===== src/rtl/pipe_pkg.sv =====
// pipe_pkg: shared lane layout, state encoding and bubble constant for the ID->EX stage
package pipe_pkg;
   localparam int NUM_LANES = 2;
   localparam int REG_IDX_W = 5;
   typedef enum logic {ISSUE, SPLIT} state_t;
   // Lane header layout inside a packed lane word; data fields follow at HDR_W
   localparam int V_O   = 0;
   localparam int RS1_O = V_O + 1;
   localparam int RS2_O = RS1_O + REG_IDX_W;
   localparam int RD_O  = RS2_O + REG_IDX_W;
   localparam int RW_O  = RD_O + REG_IDX_W;
   localparam int MR_O  = RW_O + 1;
   localparam int HDR_W = MR_O + 1;
   localparam logic [HDR_W-1:0] BUBBLE = '0;
endpackage


===== src/rtl/id_ex_lane_reg.sv =====
// id_ex_lane_reg: one lane's ID->EX register word with async reset and bubble insert
module id_ex_lane_reg
   import pipe_pkg::*;
#(
   parameter int W = HDR_W + 1
) (
   input  logic         clk,
   input  logic         rst,
   input  logic         bubble_i,
   input  logic [W-1:0] d_i,
   output logic [W-1:0] q_o
);
   logic [W-1:0] lane_q;
   // Latch the decode word, or a fully zeroed bubble
   always_ff @(posedge clk or posedge rst)
      if (rst) lane_q <= '0;
      else     lane_q <= bubble_i ? {{(W-HDR_W){1'b0}}, BUBBLE} : d_i;
   assign q_o = lane_q;
endmodule


===== src/rtl/id_ex_dual_stage.sv =====
// id_ex_dual_stage: dual-lane ID->EX register with load-use interlock and pair split (ID_EX_STALL_CNT_EN adds stall counter)
module id_ex_dual_stage
   import pipe_pkg::*;
#(
   parameter int DATA_W = 32,
   parameter int CTRL_W = 8
) (
   input  logic                            clk,
   input  logic                            rst,
   input  logic                            FlushE,
   input  logic [NUM_LANES-1:0]            ValidD,
   input  logic [NUM_LANES*REG_IDX_W-1:0]  Rs1_D,
   input  logic [NUM_LANES*REG_IDX_W-1:0]  Rs2_D,
   input  logic [NUM_LANES*REG_IDX_W-1:0]  RD_D,
   input  logic [NUM_LANES-1:0]            RegWriteD,
   input  logic [NUM_LANES-1:0]            MemReadD,
   input  logic [NUM_LANES*DATA_W-1:0]     RD1_D,
   input  logic [NUM_LANES*DATA_W-1:0]     RD2_D,
   input  logic [NUM_LANES*DATA_W-1:0]     ImmD,
   input  logic [NUM_LANES*DATA_W-1:0]     PCD,
   input  logic [NUM_LANES*CTRL_W-1:0]     CtrlD,
   output logic [NUM_LANES-1:0]            ValidE,
   output logic [NUM_LANES*REG_IDX_W-1:0]  Rs1_E,
   output logic [NUM_LANES*REG_IDX_W-1:0]  Rs2_E,
   output logic [NUM_LANES*REG_IDX_W-1:0]  RD_E,
   output logic [NUM_LANES-1:0]            RegWriteE,
   output logic [NUM_LANES-1:0]            MemReadE,
   output logic [NUM_LANES*DATA_W-1:0]     RD1_E,
   output logic [NUM_LANES*DATA_W-1:0]     RD2_E,
   output logic [NUM_LANES*DATA_W-1:0]     ImmE,
   output logic [NUM_LANES*DATA_W-1:0]     PCE,
   output logic [NUM_LANES*CTRL_W-1:0]     CtrlE,
   output logic                            StallD,
   output logic [31:0]                     StallCount
);
   localparam int LW = HDR_W + 4*DATA_W + CTRL_W;
   state_t state_q, state_d;
   logic load_use, pair_dep;
   logic [NUM_LANES-1:0] bubble;
   logic [LW-1:0] lane_d [NUM_LANES];
   logic [LW-1:0] lane_q [NUM_LANES];
   for (genvar g = 0; g < NUM_LANES; g++) begin : g_lane
      assign lane_d[g] = {CtrlD[g*CTRL_W +: CTRL_W], PCD[g*DATA_W +: DATA_W], ImmD[g*DATA_W +: DATA_W],
                          RD2_D[g*DATA_W +: DATA_W], RD1_D[g*DATA_W +: DATA_W], MemReadD[g], RegWriteD[g],
                          RD_D[g*REG_IDX_W +: REG_IDX_W], Rs2_D[g*REG_IDX_W +: REG_IDX_W],
                          Rs1_D[g*REG_IDX_W +: REG_IDX_W], ValidD[g]};
      id_ex_lane_reg #(.W(LW)) u_lane (
         .clk      (clk),
         .rst      (rst),
         .bubble_i (bubble[g]),
         .d_i      (lane_d[g]),
         .q_o      (lane_q[g])
      );
      assign ValidE[g]                       = lane_q[g][V_O];
      assign Rs1_E[g*REG_IDX_W +: REG_IDX_W] = lane_q[g][RS1_O +: REG_IDX_W];
      assign Rs2_E[g*REG_IDX_W +: REG_IDX_W] = lane_q[g][RS2_O +: REG_IDX_W];
      assign RD_E[g*REG_IDX_W +: REG_IDX_W]  = lane_q[g][RD_O +: REG_IDX_W];
      assign RegWriteE[g]                    = lane_q[g][RW_O];
      assign MemReadE[g]                     = lane_q[g][MR_O];
      assign RD1_E[g*DATA_W +: DATA_W]       = lane_q[g][HDR_W +: DATA_W];
      assign RD2_E[g*DATA_W +: DATA_W]       = lane_q[g][HDR_W+DATA_W +: DATA_W];
      assign ImmE[g*DATA_W +: DATA_W]        = lane_q[g][HDR_W+2*DATA_W +: DATA_W];
      assign PCE[g*DATA_W +: DATA_W]         = lane_q[g][HDR_W+3*DATA_W +: DATA_W];
      assign CtrlE[g*CTRL_W +: CTRL_W]       = lane_q[g][HDR_W+4*DATA_W +: CTRL_W];
   end
   // Load in EX feeding a valid decode source; in SPLIT lane1 already issued so only lane2 matters
   always_comb begin
      load_use = 1'b0;
      for (int k = 0; k < NUM_LANES; k++)
         for (int j = 0; j < NUM_LANES; j++)
            if (ValidE[k] && MemReadE[k] && RD_E[k*REG_IDX_W +: REG_IDX_W] != '0 && ValidD[j] &&
                (state_q == ISSUE || j == 1) &&
                (RD_E[k*REG_IDX_W +: REG_IDX_W] == Rs1_D[j*REG_IDX_W +: REG_IDX_W] ||
                 RD_E[k*REG_IDX_W +: REG_IDX_W] == Rs2_D[j*REG_IDX_W +: REG_IDX_W]))
               load_use = 1'b1;
   end
   assign pair_dep = state_q == ISSUE && ValidD == 2'b11 && RegWriteD[0] && RD_D[4:0] != '0 &&
                     (RD_D[4:0] == Rs1_D[9:5] || RD_D[4:0] == Rs2_D[9:5]);
   // Bubble selects, decode stall and next state with priority FlushE > LoadUse > PairDep
   always_comb begin
      bubble[0] = FlushE | load_use | (state_q == SPLIT) | ~ValidD[0];
      bubble[1] = FlushE | load_use | pair_dep | ~ValidD[1];
      StallD    = ~FlushE & (load_use | pair_dep);
      state_d   = FlushE ? ISSUE : load_use ? state_q : pair_dep ? SPLIT : ISSUE;
   end
   // Split-state register
   always_ff @(posedge clk or posedge rst)
      if (rst) state_q <= ISSUE;
      else     state_q <= state_d;
`ifdef ID_EX_STALL_CNT_EN
   logic [31:0] stall_cnt_q, stall_cnt_d;
   // Saturating count of stalled decode cycles
   always_comb stall_cnt_d = (StallD && stall_cnt_q != '1) ? stall_cnt_q + 32'd1 : stall_cnt_q;
   // Stall counter register
   always_ff @(posedge clk or posedge rst)
      if (rst) stall_cnt_q <= '0;
      else     stall_cnt_q <= stall_cnt_d;
   assign StallCount = stall_cnt_q;
`else
   assign StallCount = '0;
`endif
endmodule


===== config.mk =====
export PLATFORM = sky130hd
export DESIGN_NAME = id_ex_dual_stage
export DESIGN_NICKNAME = d
export VERILOG_FILES = /design/src/rtl/pipe_pkg.sv /design/src/rtl/id_ex_lane_reg.sv /design/src/rtl/id_ex_dual_stage.sv
export SDC_FILE = /design/constraint.sdc
export NUM_CORES = 1
export LEC_CHECK = 0
export ABC_AREA = 1
export CAP_MARGIN = 10
export CORE_AREA = 4 4 250 252
export CTS_CLUSTER_SIZE = 12
export DETAILED_ROUTE_END_ITERATION = 6
export DIE_AREA = 0 0 254 256
export PLACE_DENSITY = 0.49
export SYNTH_ARGS = -nofsm -noshare
export SYNTH_HDL_FRONTEND = slang
export SYNTH_HIERARCHICAL = 1
export SYNTH_SLANG_ARGS = --single-unit

===== constraint.sdc =====
create_clock -name clk -period 5.55 [get_ports clk]
set_clock_uncertainty 0.15 [all_clocks]
set_input_delay 0.555 -clock clk [delete_from_list [all_inputs] [get_ports clk]]
set_output_delay 0.555 -clock clk [all_outputs]
set_load 0.02 [all_outputs]

-- After elaboration in Yosys (flattened, before gate mapping)
Cells that the tools add are included.
Widths: inputs -> output; s select.
- mux-type cells: 9
- equality and inequality tests: 12
- bitwise gates (word level): 11
- reduce and logical (&&, ||, !) cells: 26
- operators with widths (operator ; count):
    $mux 154 ; 2
    $eq 5x5->1 ; 10
    $logic_and 1x1->1 ; 18
    $reduce_bool 5->1 ; 3
    $mux 1 ; 7
    $or 1x1->1 ; 6
    $logic_or 1x1->1 ; 5
    $not 1->1 ; 4
    $eq 2x2->1 const B ; 1
    $ne 2x2->1 const B ; 1
    $and 1x1->1 ; 1
- flip-flop bits (word level): 309
- input bits: 311
- logic and storage cells: 61
- output and inout port bits: 341

-- Longest topological paths before layout
- depth after elaboration: 13
- mapped depth: 17
- mapped depth without buffers: 13

-- Modules after synthesis
Netlist, hierarchy kept.
- modules (own cells, without submodules) (module ; cells each ; area each (um^2) ; times used):
    id_ex_lane_reg ; 480 ; 5142.4 ; 2
    id_ex_dual_stage ; 250 ; 1224.9 ; 1

-- Least setup slack after synthesis
No wires, ideal clock.
- path kind: flip-flop to output port
- start point: reg g_lane[0].u_lane.lane_q[12]
- end point: out StallD
- arrival: 1406 ps
- stages on the path, launching flop included: 12
- required time: 4845 ps
- setup slack: 3439 ps
- buffers on the path: 1
- cell sequence: dfrtp_1 > buf_4 > xor2_1 > nor2_1 > nand3_1 > nand2_1 > nand2_1 > nand2_1 > inv_2 > nand2_2 > nor2_2 > nor2_2
- word-level cells in the longest chain between the ends: 11
- elaborated cells between the ends (all ways): 19
- ends and longest elaborated chain (what ; line ; source):
    from (decl) ; id_ex_lane_reg.sv:13 ; logic [W-1:0] lane_q;
    from (signal assigned) ; id_ex_lane_reg.sv:17 ; else lane_q <= bubble_i ? {{(W-HDR_W){1'b0}}, BUBBLE} : d_i;
    $reduce_bool 5->1 ; id_ex_dual_stage.sv:71 ; if (ValidE[k] && MemReadE[k] && RD_E[k*REG_IDX_W +: REG_IDX_W] != '0 && ValidD[j] &&
    $logic_and 1x1->1 (3 in a row) ; id_ex_dual_stage.sv:71 ;
    $logic_and 1x1->1 ; id_ex_dual_stage.sv:72 ; (state_q == ISSUE || j == 1) &&
    $mux 1 ; id_ex_dual_stage.sv:71 ;
    $mux 1 * (3 in a row) ; id_ex_dual_stage.sv:71 ;
    $or 1x1->1 * ; id_ex_dual_stage.sv:83 ; StallD = ~FlushE & (load_use | pair_dep);
    $and 1x1->1 * ; id_ex_dual_stage.sv:83 ;
    to (decl) ; id_ex_dual_stage.sv:33 ; output logic StallD,
Every way passes the cells marked *; elsewhere a longest branch is shown, timed or not.

-- Worst setup path in the final report
- start point: in Rs2_D[4]
- end point: out StallD
- word-level cells in the longest chain between the ends: 9
- elaborated cells between the ends (all ways): 12
- ends and longest elaborated chain (what ; line ; source):
    from (decl) ; id_ex_dual_stage.sv:13 ; input logic [NUM_LANES*REG_IDX_W-1:0] Rs2_D,
    $eq 5x5->1 ; id_ex_dual_stage.sv:74 ; RD_E[k*REG_IDX_W +: REG_IDX_W] == Rs2_D[j*REG_IDX_W +: REG_IDX_W]))
    $logic_or 1x1->1 ; id_ex_dual_stage.sv:73 ; (RD_E[k*REG_IDX_W +: REG_IDX_W] == Rs1_D[j*REG_IDX_W +: REG_IDX_W] ||
    $logic_and 1x1->1 ; id_ex_dual_stage.sv:72 ;
    $mux 1 (2 in a row) ; id_ex_dual_stage.sv:71 ;
    $mux 1 * (2 in a row) ; id_ex_dual_stage.sv:71 ;
    $or 1x1->1 * ; id_ex_dual_stage.sv:83 ;
    $and 1x1->1 * ; id_ex_dual_stage.sv:83 ;
Marked as above.

==> summary.md <==
| Metric | Value |
|---|---|
| Die Y-Extent | `256 um` |
| Design area | `19600 sq um` |
| Layout cells sized above 1 | `4.61%` |
| Root Driver | `clkbuf_16` |
| CP delay by family, top | `buffers and inverters` |
| CTS sink count | `309` |
| Worst setup SP type | `input port` |
| Max-cap violations | `0` |
| Largest net degree at the start of global routing | `81` |
| Critical path endpoint category | `primary output` |
| Leakage | `10.0 nW` |
| Slowest-stage cell, CP | `clkdlybuf4s50_1` |
| TritonCTS clock tree | `built` |
| Die width | `254 um` |
| Vias/cell | `3.55` |
| Final Max Tran Viols | `0` |
| Slowest stage delay, CP | `0.70 ns` |
| Initial core utilization | `19.1%` |
| I/O Buffers | `around 620` |
| Drt total wl | `43.7 mm` |
| Synth Flop Type | `dfrtp_1` |
| Top cells by area, synth | `dfrtp_1, nor2_1, inv_1` |
| Synth top cells by count | `nor2_1, inv_1, dfrtp_1, nand2_1, buf_4` |
| CTS buffer count | `37` |
| Seq/Total Area, Yosys | `67.2%` |
| Yosys top cell area share | `67.2%` |
| Clock transition at path regs | `0.06 ns` |
| Most common cell in the netlist | `nor2_1` |
| Synthesis warning total | `6` |
| Pre-Repair DR Iteration Count | `6` |
| Routed length per placed instance | `16.5 um` |
| GR Util All Layers | `12.9%` |
| Via count | `9416` |
| RSZ-0062 raised after global routing | `no` |
| Worst hold path type | `in -> async` |
| Worst Path Class, Setup | `in -> out` |
| Cell repeated most along the worst path | `nand2_1` |
| Full die area | `65000 sq um` |
| I/O pins | `652` |
| Htree depth | `2` |
| Area after DPL | `18400 sq um` |
| Setup TNS Final | `0 ns` |
| Yosys cell types | `17` |
| Final setup fails | `0` |
| Vias in the first global route | `10400` |
| Crit-path max FO | `4` |
| Grt ovf | `0` |
| Pwr/cell area | `285 nW/um^2` |
| Worst Path Required | `4.85 ns` |
| Hold buffers post-CTS | `0` |
| Number of synthesized flops with an enable pin | `0` |
| Slew @ Worst Pin | `0.787 ns` |
| Worst-Skew Late Latency | `0.54 ns` |
| Nets@finish | `2151` |
| Worst Path Arrival | `2.84 ns` |
| Post-Syn Instances | `1210` |
| Average cell area after synthesis | `9.51 sq um` |
| GP Congestion | `0.828` |
| Endpoints failing hold | `0` |
| Post-CTS Setup Bufs | `0` |
| Area growth syn-to-layout | `70.3%` |
| Worst hold slack | `around 0.27 ns` |
| ANT nets after route | `0` |
| Core Area | `60100 sq um` |
| HPWL Detailed | `34.4 mm` |
| Min cycle time layout | `3.54 ns` |
| Critical path cell sequence | `clkdlybuf4s50_1 > inv_1 > nand2_1 > nand2_1 > nor2_1 > nand3_1 > nand2_1 > nand2_1 > nand2_1 > inv_2 > nand2_2 > nor2_2 > nor2_2 > clkdlybuf4s50_1` |
| Mapped Area | `between 10000 and 15000 sq um` |
| Yosys reg bits | `309` |
| Drt first-iter violations | `348` |
| Final worst-path cycle share | `around 64%` |
| First-pass GRT wire length | `63.9 mm` |
| Max Freq | `~280 MHz` |
| Remaining DRCs | `0` |
| Outcome | `complete, no violations` |
| Num rows | `90` |
| VDD IR-drop max | `0.214 mV` |
| Leading area contributor after synthesis | `dfrtp_1` |
| Clock Tree Buf Depth | `3` |
| Ys async rst share | `100%` |
| Relative slew margins | `47.5%` |
| Antenna violations before repair | `7` |
| # resized after CTS | `0` |
| Worst path bufs/invs | `4` |
-- registers in the layout, summed over array words and instances, names as in the netlist --
| register | cells |
|---|---|
| state_q | 1 |
| g_lane.u_lane/q_o | 308 |
-- worst reg2reg max path, cell delays in order (launching register included) --
cell	delay [ns]
dfrtp_1	0.63
inv_2	0.09
nand4_1	0.14
nand3_1	0.10
nor2_1	0.17
nand2_1	0.09
nand2_2	0.09
inv_2	0.04
nand2_2	0.08
nor2_2	0.06
nand2_4	0.49
buf_4	0.51
nor2_1	0.13
-- cell families (layout without fill, tap and decap cells) --
kind of cell,Yosys count,in the layout,synth area share (%)
compound gates,3,3,0.130
xor+xnor,18,18,1.37
buf+inv,416,1040,15.8
flops,309,309,67.2
other cells,1,35,0.0326
simple gates,463,463,15.4
-- area by class of cell --
| type | count | area [sq um] |
|---|---|---|
| fill | 6221 | 40500 |
| sequential | 309 | 7730 |
| timing repair buffer | 629 | 6270 |
| multi-input combinational | 516 | 2090 |
| inverter | 347 | 1310 |
| clock buffer | 54 | 1120 |
| tap | 782 | 978 |
| clock inverter | 10 | 85.1 |
| antenna | 3 | 7.51 |
-- metrics by stage --
step | instances | power [mW] | util [%] | setup WS [ns]
floorplan | 1241 | 2.75 | - | 0.695
global placement | 2583 | 3.23 | 30.6 | 1.87
detailed placement | 2583 | 3.23 | 30.6 | 1.88
CTS | 2647 | 5.72 | 32.6 | 1.87
global route | 2648 | 5.86 | 32.6 | 1.80
finish | 2650 | 5.58 | 32.6 | 2.01
-- layout by cell type (no fill, tap or decap), types with 2 or more instances in the layout --
| cell type | n |
|---|---|
| nand4_1 | 3 |
| clkbuf_16 | 39 |
| clkinv_2 | 6 |
| inv_6 | 4 |
| clkdlybuf4s50_1 | 619 |
| nor2_2 | 2 |
| xor2_1 | 8 |
| conb_1 | 32 |
| buf_4 | 10 |
| xnor2_1 | 10 |
| nand2_1 | 94 |
| inv_2 | 10 |
| nor3_1 | 2 |
| clkbuf_8 | 9 |
| diode_2 | 3 |
| clkbuf_1 | 6 |
| nand2_2 | 2 |
| dfrtp_1 | 309 |
| inv_1 | 335 |
| nand3_1 | 15 |
| a21oi_1 | 3 |
| nor2_1 | 343 |
-- where the power goes --
part / internal, mW / leakage [nW] / switching [mW]
sequential: 2.34 / 4.16 / 0.0349
combinational: 0.397 / 5.24 / 0.399
clock: 1.45 / 0.599 / 0.962
-- per-layer routing --
layer	GRT usage, %	vias to the layer above	share of wire (%)
met2	23.2	469	50
met4	3.73	2	2.2
met3	6.35	54	12
met1	13.3	4377	35
met5	0	-	0.030
li1	-	4514	-
-- final timing paths --
check                                                   start                             endpoint  slack (ns)  depth (start not counted)
min in group clk                          state_q$_DFFE_PP0P_                  state_q$_DFFE_PP0P_        0.36                          2
min                                                       rst                  state_q$_DFFE_PP0P_        0.27                          2
min reg2reg                               state_q$_DFFE_PP0P_                  state_q$_DFFE_PP0P_        0.36                          2
max in group asynchronous                                 rst  g_lane[1].u_lane/q_o[119]$_DFF_PP0_        3.62                          3
max reg2reg                g_lane[1].u_lane/q_o[15]$_DFF_PP0_  g_lane[1].u_lane/q_o[122]$_DFF_PP0_        2.65                         12
max                                                  Rs2_D[4]                               StallD        2.01                         14
Note: power is estimated with default switching activity, not from simulation.
